--- src/rtl/tile_writer.sv ---
// Streaming loader for the tile colour RAM: accepts a valid/ready pixel run and
// writes it to consecutive, wrapping addresses through a registered write port.
module tile_writer #(
  parameter int ADDRESS    = 13,
  parameter int COLOR_BITS = 24
) (
  input  logic                  clk,
  input  logic                  rst_n,
  input  logic                  start,
  input  logic [ADDRESS-1:0]    base_addr,
  input  logic [ADDRESS:0]      length,
  input  logic                  abort,
  input  logic                  s_valid,
  input  logic [COLOR_BITS-1:0] s_data,
  output logic                  s_ready,
  output logic                  we,
  output logic [ADDRESS-1:0]    waddr,
  output logic [COLOR_BITS-1:0] wdata,
  output logic                  busy,
  output logic                  done,
  output logic                  err
);

  typedef enum logic [1:0] {IDLE, LOAD, DONE} state_t;

  localparam logic [ADDRESS:0]   DEPTH     = {1'b1, {ADDRESS{1'b0}}};
  localparam logic [ADDRESS:0]   CNT_ONE   = {{ADDRESS{1'b0}}, 1'b1};
  localparam logic [ADDRESS-1:0] ADDR_ONE  = {{(ADDRESS-1){1'b0}}, 1'b1};

  state_t                  state_reg;
  logic [ADDRESS-1:0]      cur_addr_reg;
  logic [ADDRESS:0]        remaining_reg;
  logic                    we_reg;
  logic [ADDRESS-1:0]      waddr_reg;
  logic [COLOR_BITS-1:0]   wdata_reg;
  logic                    busy_reg;
  logic                    done_reg;
  logic                    err_reg;

  logic [ADDRESS:0]        len_clamped;
  logic                    beat;

  assign len_clamped = (length > DEPTH) ? DEPTH : length;
  // Ready depends only on state and abort so the source never sees a loop through s_valid.
  assign s_ready     = (state_reg == LOAD) && !abort;
  assign beat        = s_valid && s_ready;

  always_ff @(posedge clk or negedge rst_n) begin
    if (!rst_n) begin
      state_reg     <= IDLE;
      cur_addr_reg  <= '0;
      remaining_reg <= '0;
      we_reg        <= 1'b0;
      waddr_reg     <= '0;
      wdata_reg     <= '0;
      busy_reg      <= 1'b0;
      done_reg      <= 1'b0;
      err_reg       <= 1'b0;
    end else begin
      we_reg   <= 1'b0;
      done_reg <= 1'b0;
      case (state_reg)
        IDLE: begin
          if (start) begin
            err_reg  <= 1'b0;
            busy_reg <= 1'b1;
            if (len_clamped != '0) begin
              cur_addr_reg  <= base_addr;
              remaining_reg <= len_clamped;
              state_reg     <= LOAD;
            end else begin
              state_reg <= DONE;
              done_reg  <= 1'b1;
            end
          end
        end
        LOAD: begin
          if (start) begin
            err_reg <= 1'b1;
          end
          if (abort) begin
            state_reg <= IDLE;
            busy_reg  <= 1'b0;
            err_reg   <= 1'b1;
          end else if (beat) begin
            we_reg        <= 1'b1;
            waddr_reg     <= cur_addr_reg;
            wdata_reg     <= s_data;
            cur_addr_reg  <= cur_addr_reg + ADDR_ONE;
            remaining_reg <= remaining_reg - CNT_ONE;
            // done is raised alongside the final write so both land in the same cycle.
            if (remaining_reg == CNT_ONE) begin
              state_reg <= DONE;
              done_reg  <= 1'b1;
            end
          end
        end
        DONE: begin
          if (start) begin
            err_reg <= 1'b1;
          end
          state_reg <= IDLE;
          busy_reg  <= 1'b0;
        end
        default: begin
          state_reg <= IDLE;
          busy_reg  <= 1'b0;
        end
      endcase
    end
  end

  assign we    = we_reg;
  assign waddr = waddr_reg;
  assign wdata = wdata_reg;
  assign busy  = busy_reg;
  assign done  = done_reg;
  assign err   = err_reg;

endmodule

--- config.mk ---
export PLATFORM = sky130hd
export DESIGN_NAME = tile_writer
export DESIGN_NICKNAME = d
export VERILOG_FILES = /design/src/rtl/tile_writer.sv
export SDC_FILE = /design/constraint.sdc
export NUM_CORES = 1
export LEC_CHECK = 0
export ABC_AREA = 0
export CORE_MARGIN = 1
export CORE_UTILIZATION = 30
export DETAILED_ROUTE_END_ITERATION = 10
export MAX_ROUTING_LAYER = met4
export SYNTH_ARGS = -nofsm -noshare
export SYNTH_HDL_FRONTEND = slang
export SYNTH_SLANG_ARGS = --single-unit
export TNS_END_PERCENT = 100
--- constraint.sdc ---
create_clock -name clk -period 3.37 [get_ports clk]
set_input_delay 0.674 -clock clk [delete_from_list [all_inputs] [get_ports clk]]
set_output_delay 0.674 -clock clk [all_outputs]
set_load 0.01 [all_outputs]
Yosys cells after proc, flatten, opt, wreduce, memory -nomap -nowiden
Index checks and enable logic that the tools add are counted.
{"block": "totals", "ff_bits": 70, "in_bits": 56, "output_inout_bits": 42, "wordCells": 68}
{"block": "op_classes", "add_sub_neg": 2, "n_lt_le_gt_ge": 1, "n_eq_ne": 10, "n_mux": 33, "bitwise": 1, "n_reduce_logical": 12}
{"cell": "2-to-1 mux 14 bit", "n": 5}
{"cell": "2-to-1 mux 13 bit", "n": 4}
{"cell": "case mux 14 bit (2 select lines)", "n": 1}
{"cell": "case mux 13 bit (2 select lines)", "n": 1}
{"cell": "== test 14 x 1 -> 1 bit, second input constant", "n": 1}
{"cell": "greater-than comparator 14 bit, second input constant", "n": 1}
{"cell": "nonzero test 14 bit", "n": 1}
{"cell": "subtractor 14 x 1 -> 14 bit, second input constant", "n": 1}
{"cell": "adder 13 x 1 -> 13 bit, second input constant", "n": 1}
{"cell": "2-to-1 mux 1 bit", "n": 13}
{"cell": "2-to-1 mux 2 bit", "n": 5}
{"cell": "!= test 2 bit, second input constant", "n": 5}
{"cell": "AND reduction 3 bit", "n": 2}
{"cell": "AND reduction 5 bit", "n": 1}
{"cell": "case mux 1 bit (2 select lines)", "n": 2}
{"cell": "case mux 2 bit (2 select lines)", "n": 1}
{"cell": "AND reduction 2 bit", "n": 2}
{"cell": "!= test 3 x 2 -> 1 bit, second input constant", "n": 1}
{"cell": "!= test 3 bit, second input constant", "n": 1}
{"cell": "case mux 1 bit (3 select lines)", "n": 1}
{"cell": "nonzero test 3 bit", "n": 1}
{"cell": "== test 2 x 1 -> 1 bit, second input constant", "n": 1}
{"cell": "== test 2 bit, second input constant", "n": 1}
{"cell": "logical AND 1 bit", "n": 2}
{"cell": "4 further kinds", "n": 4}

Longest topological paths before layout
{"block": "depth", "word_depth": 6, "mapped_depth": 10, "depth_no_buf": 7}

Least setup slack after synthesis
No wires, ideal clock.
{"block": "synth_timing", "kind": "input-to-reg", "startpoint": "input length[1]", "endpoint": "register cur_addr_reg[3]", "setup_ns": 0.137, "t_arrival_ns": 1.849, "required_ns": 3.233, "setup_slack_ns": 1.384, "stages": 7, "path_buffers": 2, "cell_sequence": "nor4_2 > nand4_2 > and3_1 > buf_2 > buf_6 > o22ai_1 > a21oi_1"}
{"block": "synth_via", "elab_chain_cells": 5}
{"element": "start: declaration", "line": "11", "rtl": "input logic [ADDRESS:0] length,"}
{"element": "greater-than comparator 14 bit", "line": "43", "rtl": "assign len_clamped = (length > DEPTH) ? DEPTH : length;"}
{"element": "2-to-1 mux 14 bit *", "line": "43"}
{"element": "nonzero test 14 bit *", "line": "67", "rtl": "if (len_clamped != '0) begin"}
{"element": "!= test 2 bit (no source line) *"}
{"element": "AND reduction 5 bit (no source line) *"}
{"element": "end signal: assignment", "line": "68", "rtl": "cur_addr_reg <= base_addr;"}
{"element": "end signal: assignment", "line": "89", "rtl": "cur_addr_reg <= cur_addr_reg + ADDR_ONE;"}
{"element": "end: declaration", "line": "31", "rtl": "logic [ADDRESS-1:0] cur_addr_reg;"}
Mark *: on every way between the ends. The rest lies on a longest branch, timed or not.
A chain may end at the register's enable or synchronous reset.

Worst setup path after layout
{"block": "layout_timing", "startpoint": "input abort", "endpoint": "output s_ready"}
{"block": "layout_via", "elab_chain_cells": 2}
{"element": "start: declaration", "line": "12", "rtl": "input logic abort,"}
{"element": "zero test 1 bit", "line": "45", "rtl": "assign s_ready = (state_reg == LOAD) && !abort;"}
{"element": "logical AND 1 bit", "line": "45"}
{"element": "end: declaration", "line": "15", "rtl": "output logic s_ready,"}
No other way between the ends.

==> run_results.csv <==
group,metric,value,unit
setup_path,crit_path_max_fanout,5,
cts,clk_pin_slew,0.05,ns
layout,nets,492,
timing,finalHoldViolations,0,
place,numPortBuffers,97,
place,post-place-cells,565,
cts,clock_latency,0.34,ns
die,io_pins,98,
timing,whs,0.472,ns
die,coreArea,12000,µm²
die,fp.dieArea,12700,µm²
die,dieHeight,113,µm
cts,clk_path_buf_depth,2,
logic_synthesis,yosys_most_used_dff,"dfrtp_1",
layout,layout-drive-gt1-share,0.168,
timing,timing.slew.headroom,0.388,
setup_path,startpoint_type,"primary input",
setup_path,arrival,2.02,ns
global_routing,grt_overflow,0,
layout,utilization,0.422,
detailed_routing,via_per_inst,5.07,
setup_path,rrSetupSlack,0.99,ns
setup_path,reg2reg_to,"cur_addr_reg[8]",
cts,cts_inserted_buffers,9,
pwr,powerDensity,942,nW/µm²
setup_path,reg2reg_from,"state_reg[1]",
detailed_routing,dr.pass1.iters,4,
layout,post-route-cell-area,5050,µm²
detailed_routing,routedWlPerCell,15.4,µm
cts,cts_hold_repair.buffers,0,
logic_synthesis,yosys.area.top_type,"dfrtp_1",
detailed_routing,drc,0,
timing,post-route-period-util,0.800,
timing,layout_min_cycle_time,2.69,ns
timing,slew_viol_final,0,
logic_synthesis,synth_top_area_frac,0.477,
layout,area_growth,37.4,%
global_routing,grt_max_degree,71,
pwr,finalPower,4.76,mW
global_routing,antenna_found_initial,0,
timing,worst_clock_skew,0.00454,ns
detailed_routing,num_vias,2948,
timing,max_freq,371,MHz
detailed_routing,drtIter0Drc,119,
cts,cts-root-buf,"clkbuf_16",
die,start_util,0.307,
die,die-width,113,µm
global_routing,grtUsageTotal,0.160,
logic_synthesis,yosysMostFrequentCell,"dfrtp_1",
cts,cts_tree,"yes",
logic_synthesis,synth_edf_count,0,
logic_synthesis,synth-seq-cells,70,
logic_synthesis,async_reset_ff_frac,1.00,
logic_synthesis,synth_cell_types,65,
logic_synthesis,synth_area_leaders,"dfrtp_1 (48%), mux2_2 (11%), nand2_1 (2.7%)",
place,hpwl,6.17,mm
place,dpl-instance-area,4730,µm²
setup_path,crit_required,2.70,ns
cts,cts_post_setup_buffers_inserted,0,
die,rows,40,
timing,worst_slack,0.675,ns
place,gp_congestion,0.785,
detailed_routing,ant_nets,0,
timing,rsz0062_at_grt,"false",
timing,tns,0,ns
logic_synthesis,synthCells,337,
layout,fin_cells,581,
setup_path,endpoint_kind,"output pin",
setup_path,r2r_cells,7,
detailed_routing,wirelength,8.97,mm
logic_synthesis,syn-num-nets,400,
pwr,leakagePower,2.09,nW
logic_synthesis,postSynthAreaPerCell,10.9,µm²
layout,largest_reg_flops,24,
global_routing,grt_pass1_wl,15.0,mm
timing,finalSetupViolations,0,
setup_path,criticalPathCategory,"primary input to output pin",
logic_synthesis,yosys_warnings,0,
layout,antenna_cells,0,
logic_synthesis,synth-seq-area-share,0.477,
layout,fill_cells,1127,
outcome,status,"finished clean",
logic_synthesis,syn_area,3670,µm²
hold_path,hold_path_class,"primary input to async pin",
place,dpl_worst_slack,0.496,ns
cts,htree_levels,3,
logic_synthesis,ys_top_cells_by_count,"dfrtp_1 (70), mux2_2 (36), nand2_1 (26)",
flow_run,maxCapViolations,0,
pwr,vdd_ir_drop_max,0.323,mV
global_routing,grt_pass1_vias,2945,
cts,cts.repair.resized,0,
cts,cts_sinks,70,
timing,worst_pin_slew,0.918,ns
[worst max path at each step]
stage | slack (ns) | depth (start not counted) | start | endpoint
final | 0.68 | 4 | abort | s_ready
after global routing | 0.61 | 5 | state_reg[1] | s_ready
after CTS | 0.69 | 4 | abort | s_ready
after detailed placement | 0.50 | 6 | length[1] | cur_addr_reg[7]
after floorplan | 1.38 | 7 | length[1] | cur_addr_reg[3]
after global placement | 0.55 | 6 | length[1] | cur_addr_reg[4]
[critical path: stages]
cell and delay [ns]:
clkdlybuf4s50_1 0.44, nand2b_1 0.23, inv_1 0.12, clkdlybuf4s50_1 0.56
[cells in the final DEF (no fill, tap or decap), types with 9 or more instances in the layout]
| cell type | n |
|---|---|
| clkbuf_16 | 9 |
| dfrtp_1 | 70 |
| nand3_1 | 13 |
| o21ai_1 | 10 |
| inv_1 | 9 |
| nand2_1 | 26 |
| a21oi_1 | 18 |
| nor2_1 | 15 |
| clkdlybuf4s50_1 | 96 |
| mux2_2 | 36 |
[layer usage]
layer | GRT usage | share of wire
met3 | 0.0410 | 0.046
met2 | 0.249 | 0.49
met5 | - | 0
met4 | 0.0684 | 0.018
met1 | 0.195 | 0.45
[cell families (layout without fill, tap and decap cells)]
kind of cell	after synthesis	count (layout)	share of synthesized area
simple gates	117	117	0.201
compound gates	73	73	0.133
flops	70	70	0.477
mux	40	40	0.121
buf+inv	30	127	0.0443
fa+ha+maj	7	7	0.0238
[where the power goes]
group	switching, mW	internal, mW	total (mW)
clock network	0.358	0.666	1.02
logic	0.983	1.13	2.11
registers	0.366	1.26	1.62
[cell type report]
cell class                 count  area (µm²)  share of cell area
multi-input combinational    237        1760               0.348
sequential                    70        1750               0.347
timing repair buffer         101         998               0.198
clock buffer                  12         246              0.0488
tap                          147         184              0.0364
clock inverter                 4        70.1              0.0139
inverter                      10        37.5             0.00744
No activity file was read; power rests on OpenSTA's default activity.
==> RTL change 1 (same flow settings) <==
Re-encode `state_t` (3 states) as one-hot, 3 bits wide.
--- a/src/rtl/tile_writer.sv
+++ b/src/rtl/tile_writer.sv
@@ -22,5 +22,5 @@
 );
 
-  typedef enum logic [1:0] {IDLE, LOAD, DONE} state_t;
+  typedef enum logic [2:0] {IDLE = 3'b001, LOAD = 3'b010, DONE = 3'b100} state_t;
 
   localparam logic [ADDRESS:0]   DEPTH     = {1'b1, {ADDRESS{1'b0}}};
Function: same outputs for any inputs over 4 cycles, from zero or initial values and one cycle with rst_n low; so few cycles prove little.
==> RTL change 1 against the unedited design <==
Area after synthesis decreased by 6.0%. Wire length is 7.1% lower. Clock skew rose by 0.0019 ns. Sequential cell count grew 1. Global-route usage decreased by 0.35 points. Setup slack worse by 0.0092 ns. Power down 17%. Final area shrank 4.4%.
==> RTL change 1: results (changes against the unedited design) <==
[final_layout]
nets = 474  ; -3.7%
multi_input_area_sq_um = 1530  ; -13%
fillers = 1085  ; -3.7%
layout-drive-gt1-share = 0.172  ; +0.00363
instances_no_fill = 559  ; -3.8%

[setup_path]
r2r_slack_ns = 1.16  ; +0.17 ns
crit_fanout = 3  ; -2
r2r-start = state_reg[2]$_DFFE_PN0P_
worstPathArrival_ns = 2.03
r2r-end = wdata[7]$_DFFE_PN0P_
rr_worst_depth = 4  ; -3

[synthesis]
yosysSeqAreaShare = 0.515  ; +0.0382
synthCells = 318  ; -5.6%
yosys.cell_types.count = 48  ; -26%
synth_fa_ha_area_frac = 0.0109  ; -0.0130
synthMuxAreaShare = 0.127  ; +0.00525
syn-num-nets = 377  ; -5.8%
synth_warnings = 0  ; unchanged
synth_xor_area_frac = 0  ; unchanged
synthTopCellsByCount = dfrtp_1, mux2_2, a21oi_1
ys_top_cells_by_area = dfrtp_1, mux2_2, a21oi_1, o21ai_1, nor2_1
synth_compound_area_frac = 0.181  ; +0.0488
async_reset_ff_frac = 1.00  ; unchanged

[placement]
port_buffers = 97  ; unchanged
placed_cells = 544  ; -3.7%
dpl_cell_area_sq_um = 4530  ; -4.3%
gp_congestion = 0.818  ; +4.2%
place_ws_ns = 0.538  ; +0.0424 ns
dp_hpwl_um = 5940  ; -3.7%

[power]
clk-power_mw = 0.947  ; -7%
p_leak_nw = 1.93  ; -7.7%
ir_drop_v = 0.000371  ; +15%
intPower_mw = 2.67  ; -13%
power.switching_mw = 1.29  ; -24%
pg_comb_mw = 1.48  ; -30%

[clock_network]
clk_pin_slew_worst_paths_ns = 0.05  ; about the same
insertion_delay_ns = 0.32  ; -0.02 ns
htree_levels = 3  ; unchanged

[global_route]
grt_usage = 0.156  ; -0.00347
grt_pass1_wl_um = 13900  ; -7.3%
use_met3 = 0.0490  ; +0.00798
use_met2 = 0.243  ; -0.00635
grt_pass1_vias = 2870  ; -2.5%
gr-usage-met1 = 0.195  ; +0.000408
antenna_found_initial = 0  ; unchanged
grt_max_degree = 72  ; +1.4%

[route]
drt-wirelength-per-cell_um = 14.9  ; -3.5%
via_count = 2796  ; -5.2%
drt-pass1-iter-count = 4  ; unchanged
first_iter_violations = 135  ; +13%

[timing]
worst_slew_pin_slew_ns = 0.925  ; +0.00728 ns
fmax_ghz = 0.370  ; -0.34%
worst_clock_skew_ns = 0.00647  ; +0.00193 ns
whs_ns = 0.479  ; +0.00725 ns

[outcome]
outcome = finished, final reports clean

[hold_path]
min_path_type = in -> async

## RTL change 1: cell types whose count changed after synthesis, sizes merged, moves of 6 or more
| cell | change |
|---|---|
| nand2 | -8 |
| nor3 | +7 |
| a31oi | +6 |
| buf | -6 |
| nand3 | -9 |
| nor2 | +9 |
| o21ai | +12 |
| o22ai | -6 |
| a21oi | +13 |
| nand3b | -6 |
## RTL change 1: layer usage
metal  share of wire  vias up
li1                -     1368
met1            0.47     1345
met2            0.47       78
met3           0.056        5
met4          0.0084        0
met5               0        -
## RTL change 1: area by class of cell
class,count,share of cell area
clock buffers,12,0.0532
clock inverters,3,0.00882
inverters,7,0.00545
multi-input cells,222,0.316
flip-flops and latches,71,0.369
well taps,140,0.0363
repair buffers,104,0.212
## RTL change 1: worst max-delay path, cell delays in order
cell             delay, ns
clkdlybuf4s50_1       0.48
nand2b_1              0.21
inv_1                 0.12
clkdlybuf4s50_1       0.55
==> RTL change 2 (same settings) <==
Without the edit above. `ADDRESS`: 13 -> 14.
--- a/src/rtl/tile_writer.sv
+++ b/src/rtl/tile_writer.sv
@@ -2,5 +2,5 @@
 // writes it to consecutive, wrapping addresses through a registered write port.
 module tile_writer #(
-  parameter int ADDRESS    = 13,
+  parameter int ADDRESS    = 14,
   parameter int COLOR_BITS = 24
 ) (
Interface: changed (resized base_addr, length and waddr); port bits go from 98 to 101. The function was not compared with the original's and may differ.
==> RTL change 2 against the unedited design <==
Area after synthesis is 2.5% higher. Final area up 2.6%. Sequential cell count up 3. Sequential share of layout area increased by 0.57 points. Hold slack got worse by 0.013 ns. Power rose by 3.5%. Combinational power grew 10%. Setup slack better by 0.0082 ns. Global-route usage grew 1.0 points. Wire length is 14% higher. Register-to-register slack worse by 0.09 ns. Critical path type unchanged. Highest routed layer unchanged.
==> RTL change 2: results (changes against the unedited design) <==
[outcome]
outcome = finished, final reports clean

[final_layout]
instances_no_fill = 623  ; +7.2%
layout-drive-gt1-share = 0.165  ; -0.00337
fillers = 1181  ; +4.8%
nets = 515  ; +4.7%

[route]
first_iter_violations = 233  ; +96%
met3_length_um = 622  ; +51%
met1Wirelength_um = 4680  ; +16%
ant_nets = 0  ; unchanged
wl_met2_um = 4790  ; +10%
drt-wirelength-per-cell_um = 16.4  ; +6.1%
detail_route.vias_per_cell = 5.27  ; +3.9%

[power]
power.switching_mw = 1.90  ; +11%
pg_comb_mw = 2.32  ; +10%
ir_drop_v = 0.000420  ; +30%
p_leak_nw = 2.08  ; -0.63%
power_frac_seq = 0.349  ; +0.008

[synthesis]
yosysSeqAreaShare = 0.486  ; +0.00853
synthMuxAreaShare = 0.121  ; about the same
synth_compound_area_frac = 0.159  ; +0.0264
ys_top_cells_by_area = dfrtp_1, mux2_2, a21oi_1, o21ai_0, ha_1
yosys.cell_types.count = 58  ; -11%
synth_fa_ha_area_frac = 0.0233  ; -0.000571
syn-num-nets = 420  ; +5.0%
synthCells = 355  ; +5.3%

[global_route]
grt_pass1_wl_um = 16600  ; +11%
gr-usage-met1 = 0.224  ; +0.0290
use_met3 = 0.0489  ; +0.00785
grt_pass1_vias = 3242  ; +10%
grt_usage = 0.170  ; +0.0104

[placement]
place_ws_ns = 0.429  ; -0.0669 ns
gp_congestion = 0.909  ; +16%
dpl_cell_area_sq_um = 4900  ; +3.7%
placed_cells = 607  ; +7.4%

[timing]
timing.slew.headroom = 0.363  ; -0.0252

## RTL change 2: cell types whose count changed after synthesis, moves of 5 or more
cell and delta:
a21oi_1 +6, clkbuf_1 +8, nand2_1 -8, nand3b_1 -6, nand4_1 +5, nor4_1 +11, o21ai_0 +16, o21ai_1 -9
o22ai_1 +5
## RTL change 2: cell type report
| cell class | instances | area, sq um | share of cell area |
|---|---|---|---|
| Clock buffer | 12 | 246 | 0.0476 |
| Clock inverter | 4 | 28.8 | 0.00556 |
| Inverter | 11 | 41.3 | 0.00797 |
| Multi-Input combinational cell | 247 | 1770 | 0.341 |
| Sequential cell | 73 | 1830 | 0.353 |
| Tap cell | 168 | 210 | 0.0406 |
| Timing Repair Buffer | 108 | 1060 | 0.204 |
## RTL change 2: final timing paths
kind                                          start                           end  slack [ns]  cells after the start
min in group clk               waddr[6]$_DFFE_PN0P_          waddr[6]$_DFFE_PN0P_        0.50                      2
hold reg to reg                waddr[6]$_DFFE_PN0P_          waddr[6]$_DFFE_PN0P_        0.50                      2
hold / removal                                rst_n  remaining_reg[5]$_DFFE_PN0P_        0.46                      1
max in group asynchronous                     rst_n      state_reg[1]$_DFFE_PN0P_        2.26                      1
setup / recovery                              abort                       s_ready        0.68                      4
setup reg to reg           state_reg[0]$_DFFE_PN0P_  remaining_reg[3]$_DFFE_PN0P_        0.90                      7
## RTL change 2: per-stage QoR
stage	hold WS (ns)	util	power, mW
floorplan	0.378	-	3.11
global placement	0.471	0.405	4.00
detailed placement	0.481	0.405	4.06
CTS	0.510	0.427	4.98
global route	0.516	0.427	5.27
finish	0.459	0.427	4.92
## RTL change 2: worst max-delay path, stage by stage
cell and delay (ns):
clkdlybuf4s50_1 0.44, nand2b_1 0.22, inv_1 0.13, clkdlybuf4s50_1 0.54
